File: src/rtl/fp_writeback_stage_if.sv
// EX -> WB boundary bundle: the FP execute result, its routing/flag qualifiers,
// and the pipeline control (stall/flush) that governs the capture.
interface fp_writeback_stage_if #(
  parameter int DATA_W = 32
);
  // ex_valid qualifies every other ex_* field. The WB register takes the
  // instruction on a rising edge only when ex_valid=1, stall=0 and flush=0;
  // stall is the back-pressure (no ready signal), flush kills the capture.
  logic              stall;
  logic              flush;
  logic              ex_valid;
  logic [DATA_W-1:0] ex_fp_result;
  logic [4:0]        ex_fflags;
  logic [4:0]        ex_rd;
  logic              ex_fp_we;
  logic              ex_int_we;
  logic              ex_flags_en;

  modport master (
    output stall, flush, ex_valid, ex_fp_result, ex_fflags, ex_rd,
           ex_fp_we, ex_int_we, ex_flags_en
  );

  modport slave (
    input  stall, flush, ex_valid, ex_fp_result, ex_fflags, ex_rd,
           ex_fp_we, ex_int_we, ex_flags_en
  );
endinterface

File: src/rtl/fp_writeback_stage.sv
// FP write-back stage: EX/WB pipeline register, register-file write enables,
// and the fcsr/frm/fflags CSRs with sticky exception-flag accrual.
module fp_writeback_stage #(
  parameter int         DATA_W    = 32,
  parameter logic [2:0] RESET_FRM = 3'b000
) (
  input  logic                 clk,
  input  logic                 rst_n,
  fp_writeback_stage_if.slave  ex,
  input  logic                 csr_en,
  input  logic [1:0]           csr_op,
  input  logic [11:0]          csr_addr,
  input  logic [DATA_W-1:0]    csr_wdata,
  output logic [DATA_W-1:0]    csr_rdata,
  output logic                 wb_valid,
  output logic [4:0]           wb_rd,
  output logic [DATA_W-1:0]    wb_data,
  output logic                 wb_fp_we,
  output logic                 wb_int_we,
  output logic [2:0]           frm,
  output logic [4:0]           fflags
);

  localparam logic [11:0] ADDR_FFLAGS = 12'h001;
  localparam logic [11:0] ADDR_FRM    = 12'h002;
  localparam logic [11:0] ADDR_FCSR   = 12'h003;

  localparam logic [1:0] OP_NONE  = 2'b00;
  localparam logic [1:0] OP_WRITE = 2'b01;
  localparam logic [1:0] OP_SET   = 2'b10;
  localparam logic [1:0] OP_CLEAR = 2'b11;

  logic              capture;
  logic              csr_write;
  logic [DATA_W-1:0] csr_new;
  logic [4:0]        fflags_next;
  logic [2:0]        frm_next;

  assign capture   = ex.ex_valid & ~ex.stall & ~ex.flush;
  assign csr_write = csr_en & (csr_op != OP_NONE);

  // Control part of the WB register: flush beats stall beats capture.
  always_ff @(posedge clk or negedge rst_n) begin
    if (!rst_n) begin
      wb_valid  <= 1'b0;
      wb_fp_we  <= 1'b0;
      wb_int_we <= 1'b0;
    end else if (ex.flush) begin
      wb_valid  <= 1'b0;
      wb_fp_we  <= 1'b0;
      wb_int_we <= 1'b0;
    end else if (!ex.stall) begin
      wb_valid  <= ex.ex_valid;
      // Both targets set is illegal; the integer file wins.
      wb_fp_we  <= ex.ex_valid & ex.ex_fp_we & ~ex.ex_int_we;
      wb_int_we <= ex.ex_valid & ex.ex_int_we;
    end
  end

  // Payload loads only on capture so bubbles and stalls do not toggle it.
  always_ff @(posedge clk or negedge rst_n) begin
    if (!rst_n) begin
      wb_rd   <= '0;
      wb_data <= '0;
    end else if (capture) begin
      wb_rd   <= ex.ex_rd;
      wb_data <= ex.ex_fp_result;
    end
  end

  // Combinational CSR read; also the 'old' operand for set/clear.
  always_comb begin
    csr_rdata = '0;
    case (csr_addr)
      ADDR_FFLAGS: csr_rdata = {{(DATA_W-5){1'b0}}, fflags};
      ADDR_FRM:    csr_rdata = {{(DATA_W-3){1'b0}}, frm};
      ADDR_FCSR:   csr_rdata = {{(DATA_W-8){1'b0}}, frm, fflags};
      default:     csr_rdata = '0;
    endcase
  end

  always_comb begin
    csr_new = csr_rdata;
    case (csr_op)
      OP_WRITE: csr_new = csr_wdata;
      OP_SET:   csr_new = csr_rdata | csr_wdata;
      OP_CLEAR: csr_new = csr_rdata & ~csr_wdata;
      default:  csr_new = csr_rdata;
    endcase
  end

  // The CSR instruction is older than the captured FP op, so its update is
  // applied first and the op's flags are ORed on top.
  always_comb begin
    fflags_next = fflags;
    frm_next    = frm;
    if (csr_write) begin
      case (csr_addr)
        ADDR_FFLAGS: fflags_next = csr_new[4:0];
        ADDR_FRM:    frm_next    = csr_new[2:0];
        ADDR_FCSR: begin
          fflags_next = csr_new[4:0];
          frm_next    = csr_new[7:5];
        end
        default: begin
          fflags_next = fflags;
          frm_next    = frm;
        end
      endcase
    end
    if (capture && ex.ex_flags_en) begin
      fflags_next = fflags_next | ex.ex_fflags;
    end
  end

  always_ff @(posedge clk or negedge rst_n) begin
    if (!rst_n) begin
      fflags <= '0;
      frm    <= RESET_FRM;
    end else begin
      fflags <= fflags_next;
      frm    <= frm_next;
    end
  end

endmodule

File: src/flat_wrapper.sv
// flat-port wrapper written by rule: the top's interface ports become plain ports
module fp_writeback_stage_flat 
#(
  parameter int         DATA_W    = 32,
  parameter logic [2:0] RESET_FRM = 3'b000
)
  (clk, rst_n, csr_en, csr_op, csr_addr, csr_wdata, csr_rdata, wb_valid, wb_rd, wb_data, wb_fp_we, wb_int_we, frm, fflags, ex_stall, ex_flush, ex_ex_valid, ex_ex_fp_result, ex_ex_fflags, ex_ex_rd, ex_ex_fp_we, ex_ex_int_we, ex_ex_flags_en);
  fp_writeback_stage_if #(.DATA_W(DATA_W)) ex_i ();
  input  logic clk;
  input  logic rst_n;
  input  logic csr_en;
  input  logic [1:0] csr_op;
  input  logic [11:0] csr_addr;
  input  logic [DATA_W-1:0] csr_wdata;
  output logic [DATA_W-1:0] csr_rdata;
  output logic wb_valid;
  output logic [4:0] wb_rd;
  output logic [DATA_W-1:0] wb_data;
  output logic wb_fp_we;
  output logic wb_int_we;
  output logic [2:0] frm;
  output logic [4:0] fflags;
  input wire logic [$bits(ex_i.stall)-1:0] ex_stall;
  input wire logic [$bits(ex_i.flush)-1:0] ex_flush;
  input wire logic [$bits(ex_i.ex_valid)-1:0] ex_ex_valid;
  input wire logic [$bits(ex_i.ex_fp_result)-1:0] ex_ex_fp_result;
  input wire logic [$bits(ex_i.ex_fflags)-1:0] ex_ex_fflags;
  input wire logic [$bits(ex_i.ex_rd)-1:0] ex_ex_rd;
  input wire logic [$bits(ex_i.ex_fp_we)-1:0] ex_ex_fp_we;
  input wire logic [$bits(ex_i.ex_int_we)-1:0] ex_ex_int_we;
  input wire logic [$bits(ex_i.ex_flags_en)-1:0] ex_ex_flags_en;
  assign ex_i.stall = ex_stall;
  assign ex_i.flush = ex_flush;
  assign ex_i.ex_valid = ex_ex_valid;
  assign ex_i.ex_fp_result = ex_ex_fp_result;
  assign ex_i.ex_fflags = ex_ex_fflags;
  assign ex_i.ex_rd = ex_ex_rd;
  assign ex_i.ex_fp_we = ex_ex_fp_we;
  assign ex_i.ex_int_we = ex_ex_int_we;
  assign ex_i.ex_flags_en = ex_ex_flags_en;
  fp_writeback_stage #(.DATA_W(DATA_W), .RESET_FRM(RESET_FRM)) u_core (.clk(clk), .rst_n(rst_n), .ex(ex_i), .csr_en(csr_en), .csr_op(csr_op), .csr_addr(csr_addr), .csr_wdata(csr_wdata), .csr_rdata(csr_rdata), .wb_valid(wb_valid), .wb_rd(wb_rd), .wb_data(wb_data), .wb_fp_we(wb_fp_we), .wb_int_we(wb_int_we), .frm(frm), .fflags(fflags));
endmodule
File: config.mk
export PLATFORM = sky130hd
export DESIGN_NAME = fp_writeback_stage_flat
export DESIGN_NICKNAME = d
export VERILOG_FILES = /design/src/rtl/fp_writeback_stage_if.sv /design/src/rtl/fp_writeback_stage.sv /design/src/flat_wrapper.sv
export SDC_FILE = /design/constraint.sdc
export NUM_CORES = 1
export LEC_CHECK = 0
export CAP_MARGIN = 10
export CORE_ASPECT_RATIO = 0.8
export CORE_MARGIN = 2
export CORE_UTILIZATION = 36
export CTS_BUF_LIST = sky130_fd_sc_hd__clkbuf_2 sky130_fd_sc_hd__clkbuf_4 sky130_fd_sc_hd__clkbuf_8
export DETAILED_ROUTE_END_ITERATION = 10
export GPL_TIMING_DRIVEN = 0
export PLACE_DENSITY = 0.9
export SYNTH_ARGS = -nofsm -noshare
export SYNTH_HDL_FRONTEND = slang
export SYNTH_SLANG_ARGS = --single-unit
export TNS_END_PERCENT = 5
File: constraint.sdc
create_clock -name clk -period 2.44 [get_ports clk]
set_input_delay 0.366 -clock clk [delete_from_list [all_inputs] [get_ports clk]]
set_output_delay 0.366 -clock clk [all_outputs]
set_load 0.02 [all_outputs]
# After elaboration in Yosys (flattened, before gate mapping)
# Cells that the tools add are included.
[op_classes]
bitwise_logic = 13
n_reduce_logical = 5
n_mux = 12
n_eq_ne = 7
[ops]
columns = ["cell", "n"]
rows = [
  ["$pmux W8 S3", 2],
  ["$eq A12 B2 Y1 const B", 2],
  ["$mux W5", 3],
  ["$eq A12 B1 Y1 const B", 1],
  ["$and A8 B8 Y8", 1],
  ["$not A8 Y8", 1],
  ["$or A8 B8 Y8", 1],
  ["$and A1 B1 Y1", 6],
  ["$mux W1", 6],
  ["$pmux W3 S2", 1],
  ["$or A5 B5 Y5", 1],
  ["$eq A2 B2 Y1 const B", 2],
  ["$reduce_bool A2 Y1", 2],
  ["$not A1 Y1", 3],
  ["$eq A2 B1 Y1 const B", 1],
  ["$ne A2 B1 Y1 const B", 1],
  ["$reduce_and A2 Y1", 1],
  ["$reduce_or A2 Y1", 1],
  ["$logic_and A1 B1 Y1", 1],
]
[word_totals]
reg_bits = 48
inputBits = 97

# Logic depth before layout (Yosys ltp)
[logic_depth]
depth_word = 8
mapped_depth = 6
depth_no_buf = 4

# Worst setup path before layout
# No wires, ideal clock.
[synth_timing]
kind = "in2out"
start = "in csr_addr[9]"
end = "out csr_rdata[5]"
arrival_time_ns = 1.712
stages = 4
setup_slack_ns = 0.362
n_path_buf = 1
path_cell_list = "or4_4 > nor3_4 > clkbuf_2 > and4_1"
[synth_via]
elab_chain_len = 2
elab_cells_between_ends = 4
classes_between = "eq/ne: 3; mux: 1"
[synth_rtl]
columns = ["element", "line_no", "source"]
rows = [
  ["from (decl)", "flat_wrapper.sv:13", "input logic [11:0] csr_addr;"],
  ["$eq A12 B2 Y1 or $eq A12 B1 Y1 (tied branches)", "fp_writeback_stage.sv:74", "case (csr_addr)"],
  ["$pmux W8 S3 (*)", "fp_writeback_stage.sv:74", ""],
  ["to (decl)", "flat_wrapper.sv:15", "output logic [DATA_W-1:0] csr_rdata;"],
]
# Mark *: on every way between the ends. The rest lies on a longest branch, timed or not.

# Final worst setup path
[layout_timing]
start = "in csr_addr[0]"
end = "out csr_rdata[7]"
# Same word-level chain as after synthesis.

==> reports/results.ini <==
[finish]
final_core_util_pct=60.55
flow.area_growth_from_synthesis_pct=63.18
multi_input_comb_area_mm2=0.001219
finish.net_count=487
drive_gt1_share_pct=24.10
fillers=588
combined_flip_flop_and_latch_cell_area_mm2=0.001201
antenna_cells=0

[routing]
wl_per_cell_um=15.17
wl_um=7237
antenna_violating_nets_post_route=0
detail_route.wirelength.met1_um=2942
highest-signal-layer=met4
detail_route.drc_violations=0
wl_met3_um=693
vias=2355
dr_wl_met2_um=3502
first_pass_iteration_count_of_the_detailed_router=4
drt_first_iter_violations=97
avgViaCountPerCell=4.937

[power_and_ir_drop]
peak_supply_drop_mv=0.3090
power.static_leakage_nw=1.777
power.density_cell_area_mw_per_mm2=556.0

[synthesis]
netlist.area_leader.share_pct=47.20
synth-main-ff-cell=dfrtp_1
asyncSetResetFlopFracSynth_pct=100.0
synth_edf_count=0
synth_cell_types=38
yosys_warnings=0
netlist_instances=228
synth_seq_cells=48
synth.top_cells.by_count=dfrtp_1, mux2_2, buf_4
synth.largest_area_cell=dfrtp_1
ys_seq_area_share_pct=47.20
synth.top_cells.by_area=dfrtp_1, mux2_2, buf_4, a21oi_1, clkbuf_1
syn_avg_cell_area_um2=11.16
synth.cell_area_mm2=0.002545
synth_most_common_cell=dfrtp_1

[timing]
finalWorstPathRequiredPeriod_ns=2.435
unrepaired_setup_endpoints_after_global_routing=yes
worst_slew_pin_slew_ns=0.5394
slew_viol_final=0
final-setup-viol-count=0
timing.max_slew.rel_slack_pct=64.04
final.setup_skew_ns=0.0004564
finalCritPeriodShare_pct=99.78
hold_fails_final_rpt=0
max_freq_ghz=0.4108
worst_hold_slack_ns=0.4978

[floorplan]
dieHeight_um=79.20
row_count=27
dieArea_mm2=0.007762
core_mm2=0.006858
dieWidth_um=98.01
starting_density_of_the_core_pct=37.11
floorplan.io_pins=177

[clocking]
cts_max_level=2
clk_path_buf_depth=2
clock_sinks=48
numCtsBuffers=5
insertion_delay_ns=0.28
cts_tree=built
cts_clk_pin_slew_worst_paths_ns=0.08
clockRootBuffer=clkbuf_8

[placement]
gp_routability_congestion=0.9802
hpwlAfterDp_um=5632
portBuffers=126

[global_route]
number_of_global_route_vias_before_repair=2341
grt_max_degree=38
globalRoute.totalOverflow=0
grt_antenna_before_repair=0
globalRouteTotalUtil_pct=18.09
grt_first_pass_wirelength_um=11270

[run]
drv_cap=0

[setup_path]
path_class=in -> out
required_time_at_the_endpoint_of_the_critical_path_ns=2.07
worst_setup_path_start_kind=primary input
critical_path.max_fanout=10
setup.worst_path.end_class=primary output
crit_arrival_ns=2.07

[status]
status=finished clean

[hold_path]
hold_class=in -> async

## state kept, by name, summed over array words and instances (netlist names)
register	flops
u_core.wb_rd	5
u_core.wb_int_we	1
u_core.wb_valid	1
u_core.frm	3
u_core.wb_data	32
u_core.wb_fp_we	1
u_core.fflags	5
## report_power, final
| group | internal, mW | switching [mW] | leakage (nW) | total (mW) |
|---|---|---|---|---|
| clock | 0.194 | 0.245 | 0.0400 | 0.439 |
| combinational | 0.473 | 0.401 | 1.16 | 0.874 |
| sequential | 0.925 | 0.0715 | 0.578 | 0.997 |
| total | 1.59 | 0.717 | 1.78 | 2.31 |
## metrics by stage
step                      setup slack [ns]  cell area (um^2)  std cells  total power [mW]    TNS (ns)
after floorplan                     0.3619              2631        251             1.422           0
after global placement             -0.7191              4001        464             1.856      -20.63
after detailed placement           -0.7704              4016        465             1.883      -6.268
after CTS                       -0.0007259              4139        477             2.336  -0.0007259
after global routing              -0.03042              4153        477             2.430     -0.1067
final                             0.005436              4153        477             2.309           0
## worst max-delay path: stages
cell             delay [ns]
clkdlybuf4s50_1        0.50
clkbuf_1               0.37
clkbuf_1               0.43
and4_1                 0.26
buf_4                  0.14
## kinds of logic (layout without fill, tap and decap cells)
family          count (synthesis)  after routing  synth area share (%)
simple gates                   64             64                 15.59
flops                          48             48                 47.20
mux                            37             37                 16.37
other cells                     1             24                0.1474
buf+inv                        39            178                 9.390
xor+xnor                        7              7                 2.409
compound gates                 32             32                 8.898
## what timing repair did
item,CTS,global route
gates resized for setup,41,4
setup endpoints to repair,8,10
hold buffers,1,0
pin swaps,3,0
setup buffers,4,0
endpoints found under the hold margin,11,0
## layout make-up
class / count / share of cell area, %
tap: 87 / 2.621
multi-input combinational: 164 / 29.35
timing repair buffer: 132 / 31.18
buffer: 36 / 5.694
clock buffer: 5 / 1.657
sequential: 48 / 28.92
clock inverter: 2 / 0.3013
inverter: 3 / 0.2712
## path summary, 6_finish.rpt
check                                   from            endpoint  slack, ns  cells past startpoint
max in group asynchronous              rst_n       u_core.frm[1]       1.46                      3
setup / recovery                 csr_addr[0]        csr_rdata[7]      0.005                      5
hold / removal                         rst_n  u_core.wb_data[19]       0.50                      2
setup reg to reg               u_core.frm[1]    u_core.fflags[1]       1.20                      3
min in group clk           u_core.wb_data[8]   u_core.wb_data[8]       0.51                      1
hold reg to reg            u_core.wb_data[8]   u_core.wb_data[8]       0.51                      1
## layout by cell type (no fill, tap or decap), types with 2 or more instances in the layout
master / n
nand3_1: 5
nor4_2: 2
nand2_1: 8
xnor2_1: 4
a22o_1: 3
and2_1: 3
nor3_1: 3
a311oi_1: 2
dlygate4sd2_1: 4
inv_1: 3
o211ai_1: 4
a21oi_1: 9
a32oi_1: 4
nor4_1: 3
clkdlybuf4s50_1: 111
clkbuf_1: 10
nor2b_1: 3
or4_4: 3
nor2_1: 9
clkbuf_8: 6
a31oi_1: 2
a22oi_1: 2
and4_1: 3
nand2b_1: 3
mux2_2: 37
o21ai_0: 3
conb_1: 24
dlymetal6s2s_1: 3
or2_2: 3
xor2_1: 3
and4b_1: 2
dfrtp_1: 48
buf_4: 30
nand4_1: 5
o31ai_1: 2
buf_2: 6
and3_1: 2
or4_1: 3
## per-layer routing
layer	GRT usage, %	vias to the layer above
li1	-	1112
met4	5.694	0
met2	30.75	129
met5	0	-
met3	4.754	12
met1	22.65	1102
Power figures use the tool's default switching activity.
